### config.mk
export PLATFORM = sky130hd
export DESIGN_NAME = fb_funnel_shifter
export DESIGN_NICKNAME = d
export VERILOG_FILES = /design/src/rtl/fb_funnel_shifter.sv
export SDC_FILE = /design/constraint.sdc
export NUM_CORES = 1
export LEC_CHECK = 0
export CAP_MARGIN = 0
export CORE_MARGIN = 5
export CORE_UTILIZATION = 51
export CTS_BUF_LIST = sky130_fd_sc_hd__clkbuf_8
export DETAILED_ROUTE_END_ITERATION = 8
export PLACE_DENSITY = 0.86
export SLEW_MARGIN = 10
export SYNTH_ARGS = -nofsm -noshare
export SYNTH_HDL_FRONTEND = slang
export SYNTH_SLANG_ARGS = --single-unit
### constraint.sdc
create_clock -name clk -period 0.8 [get_ports clk]
set_clock_uncertainty 0.15 [all_clocks]
set_input_delay 0.08 -clock clk [delete_from_list [all_inputs] [get_ports clk]]
set_output_delay 0.08 -clock clk [all_outputs]
set_load 0.005 [all_outputs]
### src/rtl/fb_funnel_shifter.sv
// fb_funnel_shifter: registered funnel shifter (SLL/SRL/SLA/SRA/ROL/ROR/pass).
// Defining FB_STATUS_EN adds registered zero (zf) and carry-out (cf) flags.
module fb_funnel_shifter #(
   parameter int WIDTH = 8,
   parameter int CNT_W = 4
) (
   input  logic             clk,
   input  logic             rst,
   input  logic [WIDTH-1:0] i,
   input  logic [2:0]       kind_shift,
   input  logic [CNT_W-1:0] s_count,
`ifdef FB_STATUS_EN
   output logic             zf,
   output logic             cf,
`endif
   output logic [WIDTH-1:0] o
);
   localparam logic [CNT_W-1:0] W_C = CNT_W'(WIDTH);
   logic [WIDTH-1:0] hi, lo, o_d, o_q;
   logic [CNT_W-1:0] k, n_sat;
   logic n_big;
   always_comb begin
      n_big = s_count > W_C;
      n_sat = n_big ? W_C : s_count;
      hi = '0;
      lo = i;
      k = '0;
      case (kind_shift)
         // left shifts read the window out of {i,0}, so saturation lands on the all-zero half
         3'b000, 3'b010: begin hi = i; lo = '0; k = W_C - n_sat; end
         3'b001: k = n_sat;
         3'b011: begin hi = {WIDTH{i[WIDTH-1]}}; k = n_sat; end
         3'b100: begin hi = i; k = W_C - (s_count % W_C); end
         3'b101: begin hi = i; k = s_count % W_C; end
         default: ;
      endcase
   end
`ifdef FB_STATUS_EN
   logic [WIDTH+1:0] sh;
   logic cf_d, cf_q, zf_q;
   always_comb begin
      // one guard bit on each side of the window captures the last bit shifted out
      sh = (WIDTH+2)'({hi, lo, 1'b0} >> k);
      o_d = sh[WIDTH:1];
      cf_d = 1'b0;
      case (kind_shift)
         3'b000, 3'b010: cf_d = n_big ? 1'b0 : sh[WIDTH+1];
         3'b001: cf_d = n_big ? 1'b0 : sh[0];
         3'b011: cf_d = sh[0];
         3'b100: cf_d = (s_count == '0) ? 1'b0 : o_d[0];
         3'b101: cf_d = (s_count == '0) ? 1'b0 : o_d[WIDTH-1];
         default: ;
      endcase
   end
   always_ff @(posedge clk or posedge rst)
      if (rst) begin
         cf_q <= 1'b0;
         zf_q <= 1'b0;
      end else begin
         cf_q <= cf_d;
         zf_q <= ~|o_d;
      end
   assign cf = cf_q;
   assign zf = zf_q;
`else
   assign o_d = WIDTH'({hi, lo} >> k);
`endif
   always_ff @(posedge clk or posedge rst)
      if (rst) o_q <= '0;
      else o_q <= o_d;
   assign o = o_q;
endmodule

==> results of run 1 <==
-- kinds of logic after synthesis --
group / Yosys count
AND/OR/NAND/NOR: 26
buffers and inverters: 11
flip-flops: 8
adder cells (fa/ha/maj): 1
AO/OA/AOI/OAI: 53
multiplexers: 18
-- stage by stage --
step / cell area [sq um] / hold slack (ps)
global placement: 1610 / 181.6
floorplan: 1057 / -254.3
detailed placement: 1610 / 203.7
==> run metrics, run 1 <==
Post-CTS Resized=90; Async S/R FF share, synth=1.000; DP Cell Count=about 210; Port Buffers=24; unique cell type count in the Yosys netlist=42; gpl congestion=0.9395; Post-Synth Simple-Gate Area=0.1411; Post-synth top flop=dfrtp_1; most common library cells after synthesis=14 x mux2i_1, 9 x o21ai_0, 8 x dfrtp_1; Yosys reg bits=8; CTS Sinks=8; adder-cell share of the synthesized area=0.01248; synthesized instance count=~120; clock buffer count from CTS=3; Setup Fix Bufs, Post-CTS=10; Max Root-Sink Buffers=2; outcome=stopped before the end; largest cells by area after synthesis=dfrtp_1 20%, mux2i_1 14%, o21ai_0 4.5%, mux2_2 4.5%, o221ai_1 3.5%; clock root buffer=clkbuf_8; post-synthesis sequential area ratio=0.1998; io pins=25; syn nets=roughly 140; DPL Wire Length=slightly above 3000 microns; Tool Error=[ERROR DPL-0033] detailed placement checks failed during check placement.; initial core utilization=0.5215; most frequent cell after synthesis=mux2i_1; Yosys top cell by area=dfrtp_1; stopping stage=4_1_cts; EDFF count, synth=0; synthesized area per cell=8.566 sq um; main combinational cell family by area after synthesis=compound AO/OA/AOI/OAI gates; Synth Area in Compound Gates=0.4045; multiplexer share of the synthesized area=0.1848; Mapped Area=1002 sq um; Ys Warns=0; dpl ws=-1750 ps; post-synth top area share=0.1998; FP Rows=16; CTS H-tree depth=1; Synth Area in XOR/XNOR=0; die height=54.33 microns; overall die width=54.33 microns
==> inputs of run 2 (changes only) <==
--- a/config.mk
+++ b/config.mk
@@ -6,11 +6,10 @@
 export NUM_CORES = 1
 export LEC_CHECK = 0
 export CAP_MARGIN = 0
-export CORE_MARGIN = 5
-export CORE_UTILIZATION = 51
-export CTS_BUF_LIST = sky130_fd_sc_hd__clkbuf_8
+export CORE_AREA = 5 5 66 68
 export DETAILED_ROUTE_END_ITERATION = 8
-export PLACE_DENSITY = 0.86
+export DIE_AREA = 0 0 71 73
+export PLACE_DENSITY_LB_ADDON = 0.15
 export SLEW_MARGIN = 10
 export SYNTH_ARGS = -nofsm -noshare
 export SYNTH_HDL_FRONTEND = slang
==> run 2 against run 1 <==
Compared with the run above:
- the flow now finishes, with violations (hold timing, setup timing)
- synthesized cell count unchanged
- synthesized area unchanged
==> run metrics, run 2 <==
outcome=finished with violations; failing checks=hold timing, setup timing; DP Cell Count=224 (+8.7%); Final min period=1945 ps; startpoint types=input port; wire per inst=roughly 16 microns; initial antenna violation count=0; Setup-failing EPs final=16; Ys Warns=0 (unchanged); most frequent cells in the layout=37 x buf_4, 11 x mux2i_1, 10 x clkdlybuf4s50_1, 10 x buf_2; FILL cells=~380; slew at the pin closest to its max-slew limit=roughly 430 ps; FP Rows=23 (+7); CTS tree=built; share of post-route cells with drive strength above 1=0.5246; Residual DRC=0; clk slew on worst S/H paths=40 ps; total gr overflow=0; Max Root-Sink Buffers=2 (unchanged); DP Area=1614 sq um (+0.23%); crit path max-delay cell type=mux2_4; final core occ=0.4842; post-route cell area=1839 sq um; maximum fanout along the worst path=4; TNS Setup=-9390 ps; Final period util=2.431; net switching power=0.7715 mW; total power=2.252 mW; Top delay family on crit path=compound AO/OA/AOI/OAI gates; Static Leak=0.8222 nW; Flop pwr share=0.220; setup slack after layout=-1145 ps; number of flip-flops in the largest register=8; Yosys reg bits=8 (unchanged); Via density=5.215; Finished Layout Cells=roughly 230; overall die width=71 microns (+31%); die height=73 microns (+34%); nets=a little over 200; unique cell type count in the Yosys netlist=42 (unchanged); Cell Chain, Critical Path=buf_6 -> nand2b_4 -> o21ai_4 -> nand2_2 -> ha_4 -> mux2_4 -> a32oi_4 -> o221ai_2 -> o21a_1 -> mux2_4; P per Cell Area=approximately 1200 nW/um^2; die area=just over 5000 sq um; gpl congestion=0.8907 (-5.2%); DR vias=1215; final hold viol count=8; first-pass GRT wire length=6168 microns; EDFF count, synth=0 (unchanged); dpl ws=-1783 ps (-33.86 ps); Detail Route Antenna Nets=0; synthesized instance count=117 (unchanged); Buf/Inv on CP=1; Yosys top cell by area=dfrtp_1; crit path capture type=flip-flop; Power Internal=1.481 mW; most common library cells after synthesis=14 x mux2i_1, 9 x o21ai_0, 8 x dfrtp_1; largest cells by area after synthesis=dfrtp_1 20%, mux2i_1 14%, o21ai_0 4.5%, mux2_2 4.5%, o221ai_1 3.5%; most common cell after layout, fill and taps aside=buf_4; CTS Sinks=8 (unchanged); maximum clock rate=a little over 500 MHz; worst setup path start=kind_shift[1]; Port Buffers=24 (unchanged); initial core utilization=0.2638 (-0.2577); RSZ-0062 raised after global routing=true; number of global-route vias before repair=1269; Worst VDD drop=0.5936 mV; io pins=25 (unchanged); WP data arrival=1910 ps; Post-synth top flop=dfrtp_1; Hold Path Class=input port to asynchronous set/reset pin; DR iter-0 viols=39; DPL Wire Length=2782 microns (-8.2%); number of diodes=0; clock buffer count from CTS=3 (unchanged); 1st-pass router iterations=4; Max Slew Vio Count=0; max_cap viols=0; slowest stage delay, CP=around 280 ps; syn nets=135 (unchanged); Setup CP Type=input port to flip-flop; WL final=3738 microns; synthesized area per cell=8.566 sq um (unchanged); Sw Share=0.3426; Relative slew margins=0.7023; post-synth top area share=0.1998 (unchanged); Clk network pwr share=0.214; most frequent CP cell=mux2_4; area delta synth->final=83.52%; post-synthesis sequential area ratio=0.1998 (unchanged); largest net degree at the start of global routing=14; Mapped Area=1002 sq um (unchanged); Async S/R FF share, synth=1.000 (unchanged); All-Layer GR Usage=0.1518; Logic pwr share=0.566; CTS H-tree depth=1 (unchanged); hold_ws=-55.58 ps; most frequent cell after synthesis=mux2i_1; clock root buffer=clkbuf_8; Worst Path Required=760 ps; CORE AREA=3799 sq um
==> run 2: cell counts after synthesis <==
Identical to the previous run, type by type.
==> run 2: kinds of logic after synthesis <==
| logic type | after synthesis | synth area share |
|---|---|---|
| AO/OA/AOI/OAI | 53 | 0.4045 |
| AND/OR/NAND/NOR | 26 | 0.1411 |
| multiplexers | 18 | 0.1848 |
| buffers and inverters | 11 | 0.05743 |
| flip-flops | 8 | 0.1997 |
| adder cells (fa/ha/maj) | 1 | 0.01248 |
==> run 2: how the worst max path moves through the flow <==
stage               endpoint  cells past startpoint
global placement        o[0]                     10
detailed placement      o[0]                     11
finish                  o[0]                     10
global route            o[0]                     10
floorplan               o[0]                     10
CTS                     o[0]                     10
==> run 2: cell type report <==
type | count | area [sq um] | share of cell area
repair buffers | 69 | 560.5 | 0.3048
multi-input cells | 98 | 955.9 | 0.5197
well taps | 50 | 62.56 | 0.03401
flip-flops and latches | 8 | 200.2 | 0.1088
inverters | 5 | 18.77 | 0.01020
clock buffers | 3 | 41.29 | 0.02245
==> run 2: routing by layer <==
| layer | up-vias | wire length [microns] | GRT usage |
|---|---|---|---|
| li1 | 598 | - | - |
| met1 | 585 | 1514 | 0.1779 |
| met2 | 28 | 2062 | 0.2812 |
| met3 | 4 | 131 | 0.02755 |
| met4 | 0 | 29 | 0.04384 |
| met5 | - | 0 | 0 |
==> run 2: power by group through the flow <==
stage | Clock, mW | Sequential (mW) | Combinational [mW]
floorplan | 0 | 0.518 | 0.537
global placement | 0 | 0.502 | 1.09
detailed placement | 0 | 0.505 | 1.10
CTS | 0.490 | 0.497 | 1.21
global route | 0.519 | 0.505 | 1.37
finish | 0.482 | 0.495 | 1.28
==> run 2: timing repair <==
| action | 4_1_cts | 5_1_grt |
|---|---|---|
| pin swaps | 15 | 9 |
| setup endpoints to repair | 16 | 16 |
| resized for setup | 81 | 9 |
| buffers inserted | 5 | 1 |
| endpoints found under the hold margin | 8 | 8 |
Note: power is estimated with default switching activity, not from simulation.
